$ cat src/rtl/std_ram_be.sv
// Simple-dual-port RAM with byte-enable writes, 0/1/2-cycle reads and a
// self-sequenced clear sweep that fills every word with INITIAL_VALUE.
module std_ram_be #(
  parameter int WORD_SIZE = 1,
  parameter int ADDRESS_WIDTH = (WORD_SIZE >= 2) ? $clog2(WORD_SIZE) : 1,
  parameter int DATA_WIDTH = 32,
  parameter int BYTE_WIDTH = 8,
  parameter int BE_WIDTH = DATA_WIDTH / BYTE_WIDTH,
  parameter int READ_LATENCY = 1,
  parameter bit WRITE_FIRST = 1'b0,
  parameter logic [DATA_WIDTH-1:0] INITIAL_VALUE = '0
) (
  input  logic                     i_clk,
  input  logic                     i_rst,
  input  logic                     i_clr,
  output logic                     o_busy,
  input  logic                     i_mea,
  input  logic                     i_wea,
  input  logic [BE_WIDTH-1:0]      i_bea,
  input  logic [ADDRESS_WIDTH-1:0] i_adra,
  input  logic [DATA_WIDTH-1:0]    i_da,
  input  logic                     i_meb,
  input  logic [ADDRESS_WIDTH-1:0] i_adrb,
  output logic [DATA_WIDTH-1:0]    o_qb,
  output logic                     o_vb
);

  typedef enum logic {
    SWEEP = 1'b0,
    IDLE  = 1'b1
  } state_e;

  localparam logic [ADDRESS_WIDTH:0] DEPTH =
    (ADDRESS_WIDTH+1)'(WORD_SIZE);
  localparam logic [ADDRESS_WIDTH-1:0] LAST =
    ADDRESS_WIDTH'(WORD_SIZE - 1);

  logic [DATA_WIDTH-1:0] mem [WORD_SIZE];

  state_e                   state_q, state_d;
  logic [ADDRESS_WIDTH-1:0] cnt_q, cnt_d;

  logic                  a_in, b_in;
  logic                  we, rd_acc;
  logic [DATA_WIDTH-1:0] rd_word;

  assign o_busy = (state_q == SWEEP);
  assign a_in   = {1'b0, i_adra} < DEPTH;
  assign b_in   = {1'b0, i_adrb} < DEPTH;
  assign we     = !o_busy && i_mea && i_wea && a_in;
  assign rd_acc = i_meb && !o_busy;

  always_ff @(posedge i_clk) begin
    if (!i_rst) begin
      state_q <= SWEEP;
      cnt_q   <= '0;
    end else begin
      state_q <= state_d;
      cnt_q   <= cnt_d;
    end
  end

  always_comb begin
    state_d = state_q;
    cnt_d   = cnt_q;
    unique case (state_q)
      SWEEP: begin
        if (i_clr) begin
          cnt_d = '0;
        end else if (cnt_q == LAST) begin
          state_d = IDLE;
          cnt_d   = '0;
        end else begin
          cnt_d = cnt_q + 1'b1;
        end
      end
      IDLE: begin
        if (i_clr) begin
          state_d = SWEEP;
          cnt_d   = '0;
        end
      end
    endcase
  end

  // Storage has no reset; the sweep provides the defined initial state.
  always_ff @(posedge i_clk) begin
    if (i_rst) begin
      if (o_busy) begin
        mem[cnt_q] <= INITIAL_VALUE;
      end else if (we) begin
        for (int k = 0; k < BE_WIDTH; k++) begin
          if (i_bea[k]) begin
            mem[i_adra][k*BYTE_WIDTH +: BYTE_WIDTH] <=
              i_da[k*BYTE_WIDTH +: BYTE_WIDTH];
          end
        end
      end
    end
  end

  always_comb begin
    rd_word = INITIAL_VALUE;
    if (b_in) begin
      rd_word = mem[i_adrb];
    end
  end

  if (READ_LATENCY == 0) begin : g_rl0
    assign o_qb = rd_word;
    assign o_vb = rd_acc;
  end else begin : g_rl
    logic                  col;
    logic [DATA_WIDTH-1:0] merged;
    logic [DATA_WIDTH-1:0] d1;
    logic                  v1;

    assign col = rd_acc && we && (i_adrb == i_adra);

    always_comb begin
      merged = rd_word;
      for (int k = 0; k < BE_WIDTH; k++) begin
        if (i_bea[k]) begin
          merged[k*BYTE_WIDTH +: BYTE_WIDTH] =
            i_da[k*BYTE_WIDTH +: BYTE_WIDTH];
        end
      end
    end

    always_ff @(posedge i_clk) begin
      if (!i_rst || i_clr) begin
        d1 <= INITIAL_VALUE;
        v1 <= 1'b0;
      end else begin
        v1 <= rd_acc;
        if (rd_acc) begin
          d1 <= (WRITE_FIRST && col) ? merged : rd_word;
        end
      end
    end

    if (READ_LATENCY == 1) begin : g_rl1
      assign o_qb = d1;
      assign o_vb = v1;
    end else begin : g_rl2
      logic [DATA_WIDTH-1:0] d2;
      logic                  v2;

      always_ff @(posedge i_clk) begin
        if (!i_rst || i_clr) begin
          d2 <= INITIAL_VALUE;
          v2 <= 1'b0;
        end else begin
          v2 <= v1;
          if (v1) begin
            d2 <= d1;
          end
        end
      end

      assign o_qb = d2;
      assign o_vb = v2;
    end
  end

endmodule

$ cat config.mk
export PLATFORM = sky130hd
export DESIGN_NAME = std_ram_be
export DESIGN_NICKNAME = d
export VERILOG_FILES = /design/src/rtl/std_ram_be.sv
export SDC_FILE = /design/constraint.sdc
export NUM_CORES = 1
export LEC_CHECK = 0
export BUFFER_PORTS_ARGS = -buffer_cell sky130_fd_sc_hd__clkbuf_2
export CELL_PAD_IN_SITES_DETAIL_PLACEMENT = 1
export CELL_PAD_IN_SITES_GLOBAL_PLACEMENT = 1
export CORE_UTILIZATION = 40
export CTS_BUF_LIST = sky130_fd_sc_hd__clkbuf_4 sky130_fd_sc_hd__clkbuf_8
export CTS_CLUSTER_DIAMETER = 200
export DETAILED_ROUTE_END_ITERATION = 10
export PLACE_DENSITY_LB_ADDON = 0.08
export SLEW_MARGIN = 15
export SYNTH_ARGS = -nofsm -noshare
export SYNTH_HDL_FRONTEND = slang
export SYNTH_SLANG_ARGS = --single-unit
$ cat constraint.sdc
create_clock -name i_clk -period 2.3 [get_ports i_clk]
set_input_delay 0.23 -clock i_clk [delete_from_list [all_inputs] [get_ports i_clk]]
set_output_delay 0.23 -clock i_clk [all_outputs]
set_load 0.005 [all_outputs]
Yosys cells after proc, flatten, opt, wreduce, memory -nomap -nowiden
Memories as Yosys holds them, arrays and structs flattened.
Index checks and enable logic that the tools add are counted.
- output and inout port bits: 34
- bits in latches: 0
- memory bits (read-only): 0
- RAM bits: 32
- memories kept: 1
- word-level logic and storage cells: 51
- input port bits: 44
- register bits after elaboration: 35
- memory list (memory ; words ; width ; rd ports ; clocked after Yosys merged registers in ; wr ports ; line ; text):
    mem ; 1 ; 32 ; 1 ; 0 ; 4 ; 38 ; logic [DATA_WIDTH-1:0] mem [WORD_SIZE];
- div/mod/pow operators: 0
- $add $sub $neg: 1
- mux-type cells: 34
- shifts and indexed selects: 0
- bitwise operators: 1
- reduce and logical (&&, ||, !) cells: 7
- $mul: 0
- magnitude comparators: 2
- equal/unequal tests: 1
- operators by type and width (kind ; number):
    $mux W32 ; 2
    $reduce_or A32 Y1 ; 1
    $mux W1 ; 29
    $logic_and A1 B1 Y1 ; 4
    $pmux W1 S2 ; 2
    $lt A1 B1 Y1 const B ; 2
    $mux W2 ; 1
    $ne A2 B2 Y1 const B ; 1
    $add A1 B1 Y1 const B ; 1
    $logic_not A1 Y1 ; 1
    $logic_or A1 B1 Y1 ; 1
    $not A1 Y1 ; 1

Logic depth before layout (Yosys ltp)
- depth after elaboration: 9
- depth in mapped cells: 5
- gate-level depth less buffers: 2

Least setup slack after synthesis
No wires, ideal clock.
- path kind: flip-flop to flip-flop
- from: reg state_q
- to: mem mem[0][0], enable pin
- setup slack: 0.666 ns
- arrival time: 1.250 ns
- buffers on the path: 1
- required time: 1.916 ns
- setup time: 0.384 ns
- stages on the path, launching flop included: 4
- period minus slack after synthesis: 1.634 ns
- cell sequence: dfxtp_1 buf_4 nand4b_4 o21ai_0
- RTL lines (item ; line ; text):
    from (decl) ; 40 ; state_e state_q, state_d;
    from (signal assigned) ; 58 ; state_q <= state_d;
    to (decl) ; 38 ;

==> results by stage <==
Route:
- The detail route stage leaves a number of antenna-violating nets equal to 0.
- The pre-antenna-repair detailed-routing pass consisted of 4 iterations.
- The routed layout has between 2000 and 2500 vias.
- Summed over all layers, the routed wires come to 6.329 mm.
- The detail-routed net length per standard cell is 14.35 um.
- The first routing iteration left 68 violations.
- In the routed layout, each cell is associated on average with a via count of 4.941.
- For this run, design rule violations remaining after detail routing come to 0.

Floorplan:
- For this configuration, the core starts out at a cell density of 0.4180.
- In this run the horizontal extent of the chip is 89.53 um.
- The die boundary height is 89.53 um.
- The number of rows created at floorplan is 31.
- The core footprint is ~7300 um^2.
- The area enclosed by the die boundary is 8015 um^2.
- Pin placement for this block handled between 70 and 80 I/O pins.

STA:
- The hold violation total from the final report is 0.
- For the pin with the worst max-slew slack, the measured transition is 1.091 ns.
- The final number of max-transition violations is 0.
- The least setup slack across all paths after layout is 0.3904 ns.
- The aggregate negative setup slack is 0 ns.
- Setup violations remaining at the end of the flow were counted as 0.
- Static timing analysis puts the maximum clock frequency at about 520 MHz.
- The routed design could run at a clock period as short as 1.910 ns.
- Measured against its own limit, the worst slew margin works out to 0.2648.
- Setup repair after global routing left no endpoint under its margin.
- Of the available clock period, the critical path in the final layout requires 0.8303.
- Across the routed clock network, the largest skew measured is 0.009436 ns.

Cells and area:
- The number of filler cells placed in the layout is roughly 800.
- In the layout the commonest cells are clkbuf_2 (77), inv_1 (34), dfxtp_1 (33).
- The area of the multi-input gates is between 1000 and 1500 um^2.
- The net count reported at finish is 381.
- The count of antenna diodes in the layout is 0.
- The most common library cell in the layout ignoring fill and taps is clkbuf_2.
- Registers take roughly 1600 um^2.
- The fraction of layout instances using a drive strength above 1 is 0.4591.
- From synthesis to final layout, the design area changed by 19.64%.

Global route:
- The first-pass GRT wire length is between 10 and 15 mm.
- The via count of the first global-routing pass was 2105.
- Entering global routing, the biggest net connects 67 pins.
- Across every metal layer, demand over resource in global routing totals 0.1725.
- The initial antenna violation count is 0.
- The total global routing overflow is 0.

Placement:
- The worst slack at placement is around 0.34 ns.
- The final RePlAce weighted congestion is about 0.77.
- The HPWL after detailed placement is 4.398 mm.
- The count of buffers added on input and output ports is 77.

Worst setup path:
- The slowest stage of the critical path belongs to the cell o21ai_0.
- The worst setup path is launched from a flop.
- At the worst endpoint, the arrival time is 1.85 ns.
- Counting both buffers and inverters, the worst setup path holds a total of 0.
- The worst setup path is of the reg -> reg kind.
- Walking the worst path, the cells encountered are nand4b_4, o21ai_0.
- The category of cells accounting for the largest share of critical-path delay is compound AO/OA/AOI/OAI gates.
- The capturing element type of the critical path is a flop.
- The data required time of the worst path is 2.24 ns.
- The delay of the slowest cell on the worst path is 0.93 ns.
- The maximum fanout along the worst path is 15.

Clocking:
- The post-cts repair resize count is 0.
- The number of hold buffers added after cts is 0.
- The H-tree was split into 3 levels.
- The cell chosen for the clock root is clkbuf_8.
- The clock network latency to the later pin of the worst-skew pair is 0.33 ns.
- No sink is reached through more buffers than the 2 on the longest clock path.
- The number of clock sinks seen by CTS is between 60 and 70.
- TritonCTS created 9 clock buffers.
- The clock tree from TritonCTS is yes.
- The number of setup buffers added after CTS is 0.
- The clock transition at the registers of the reported paths is 0.07 ns.

Power:
- The analysis attributes to net switching a power of 0.5296 mW.
- Summed over all cells, the static leakage comes to 1.498 nW.
- The fraction of power spent switching nets is 0.2198.
- Power spread over the standard cell area amounts to 657.1 nW/um^2.
- The clock share of power is 0.402.
- The fraction of power consumed by sequential logic is 0.525.
- Total power for the finished layout comes to 2.409 mW.
- The logic gate share of total power is 0.073.
- The internal power consumption is 1.879 mW.
- The worst-case IR drop observed on VDD is 242.9 uV.

Yosys:
- The post-synthesis cell area is 3064 um^2.
- edfxtp_1 takes more of the synthesized area than any other cell.
- The count of cell types in the netlist is 19.
- The portion of synthesized cell area occupied by the leading cell type is 0.3136.
- Averaged over all synthesized cells, the footprint is 11.48 um^2.
- The Yosys step of the flow raised 0 warnings.
- After synthesis, the cell types taking the most area are edfxtp_1 (31%), dfxtp_1 (22%), a21bo_2 (10%).
- In the synthesized netlist, the number of instances is 267.
- The total of flip-flops plus latches after synthesis is 66.
- The portion of the post-synthesis area used by sequential elements is 0.5357.
- The net count after synthesis is about 310.

Status:
- The run finished with clean final reports.

Job:
- Across the run, the number of max-cap violations was 0.

Worst hold path:
- The worst hold path belongs to the class in -> reg.
[cells in the mapped netlist]
| cell type | number |
|---|---|
| buf_6 | 8 |
| clkbuf_1 | 4 |
| nor3_1 | 10 |
| o21ai_0 | 4 |
| nand2b_1 | 2 |
| dfxtp_1 | 34 |
| nand4b_1 | 32 |
| a21oi_1 | 32 |
| nand2_2 | 2 |
| nand4b_4 | 1 |
| buf_4 | 2 |
| a21bo_2 | 31 |
| buf_2 | 12 |
| inv_1 | 34 |
| edfxtp_1 | 32 |
| nor3_2 | 22 |
| a21bo_1 | 1 |
| nor2_1 | 1 |
| nand2_1 | 3 |
[worst paths after layout]
check	startpoint	end	slack (ns)	cells past startpoint
min reg2reg	mem[0][28]$_DFFE_PP_	o_qb[28]$_SDFFE_PP0P_	0.55	2
max	state_q$_SDFF_PN0_	mem[0][18]$_DFFE_PP_	0.39	2
max reg2reg	state_q$_SDFF_PN0_	mem[0][18]$_DFFE_PP_	0.39	2
min	i_da[0]	mem[0][0]$_SDFFCE_PN0P_	0.23	3
[layout make-up]
cell class                      instances  area share
Clock buffer                           13     0.04369
Clock inverter                          3     0.01058
Inverter                               34     0.03481
Multi-Input combinational cell        141      0.3041
Sequential cell                        66      0.4481
Tap cell                               99     0.03379
Timing Repair Buffer                   85      0.1249
[routing by layer]
| layer | track usage | vias up | part of all wire |
|---|---|---|---|
| li1 | - | 1085 | - |
| met1 | 0.2260 | 1032 | 0.47 |
| met2 | 0.2831 | 56 | 0.48 |
| met3 | 0.03416 | 6 | 0.034 |
| met4 | 0.06494 | 0 | 0.0096 |
| met5 | 0 | - | 0 |
[flip-flops by register name (all words and copies together) (netlist names)]
signal / flops
state_q: 1
o_vb: 1
o_qb: 32
mem: 32
[logic make-up (layout without fill, tap and decap cells)]
group,count (synthesis),in the layout,synth area share
buffers and inverters,60,135,0.1004
AO/OA/AOI/OAI,68,68,0.1633
flip-flops,66,66,0.5357
AND/OR/NAND/NOR,73,73,0.2005
[stage by stage]
stage | instance area (um^2) | hold WS [ns] | instances | util
after detailed placement | 3467 | 0.5429 | 425 | 0.4729
final | 3666 | 0.2258 | 441 | 0.5001
after CTS | 3666 | 0.2144 | 441 | 0.5001
after floorplan | 3064 | 0.4204 | 267 | -
after global routing | 3666 | 0.2252 | 441 | 0.5001
after global placement | 3467 | 0.5392 | 425 | 0.4729
[tightest hold or removal path, stage by stage]
cell	delay, ns
clkbuf_2	0.08
inv_1	0.04
nor3_1	0.04
[power by group through the flow]
stage | clock network (mW) | logic, mW | registers (mW)
6_report | 0.969 | 0.176 | 1.26
5_1_grt | 1.04 | 0.196 | 1.27
3_3_place_gp | 0 | 0.176 | 1.29
4_1_cts | 0.987 | 0.179 | 1.26
3_5_place_dp | 0 | 0.178 | 1.29
2_1_floorplan | 0 | 0.118 | 1.29
Power figures use the tool's default switching activity.
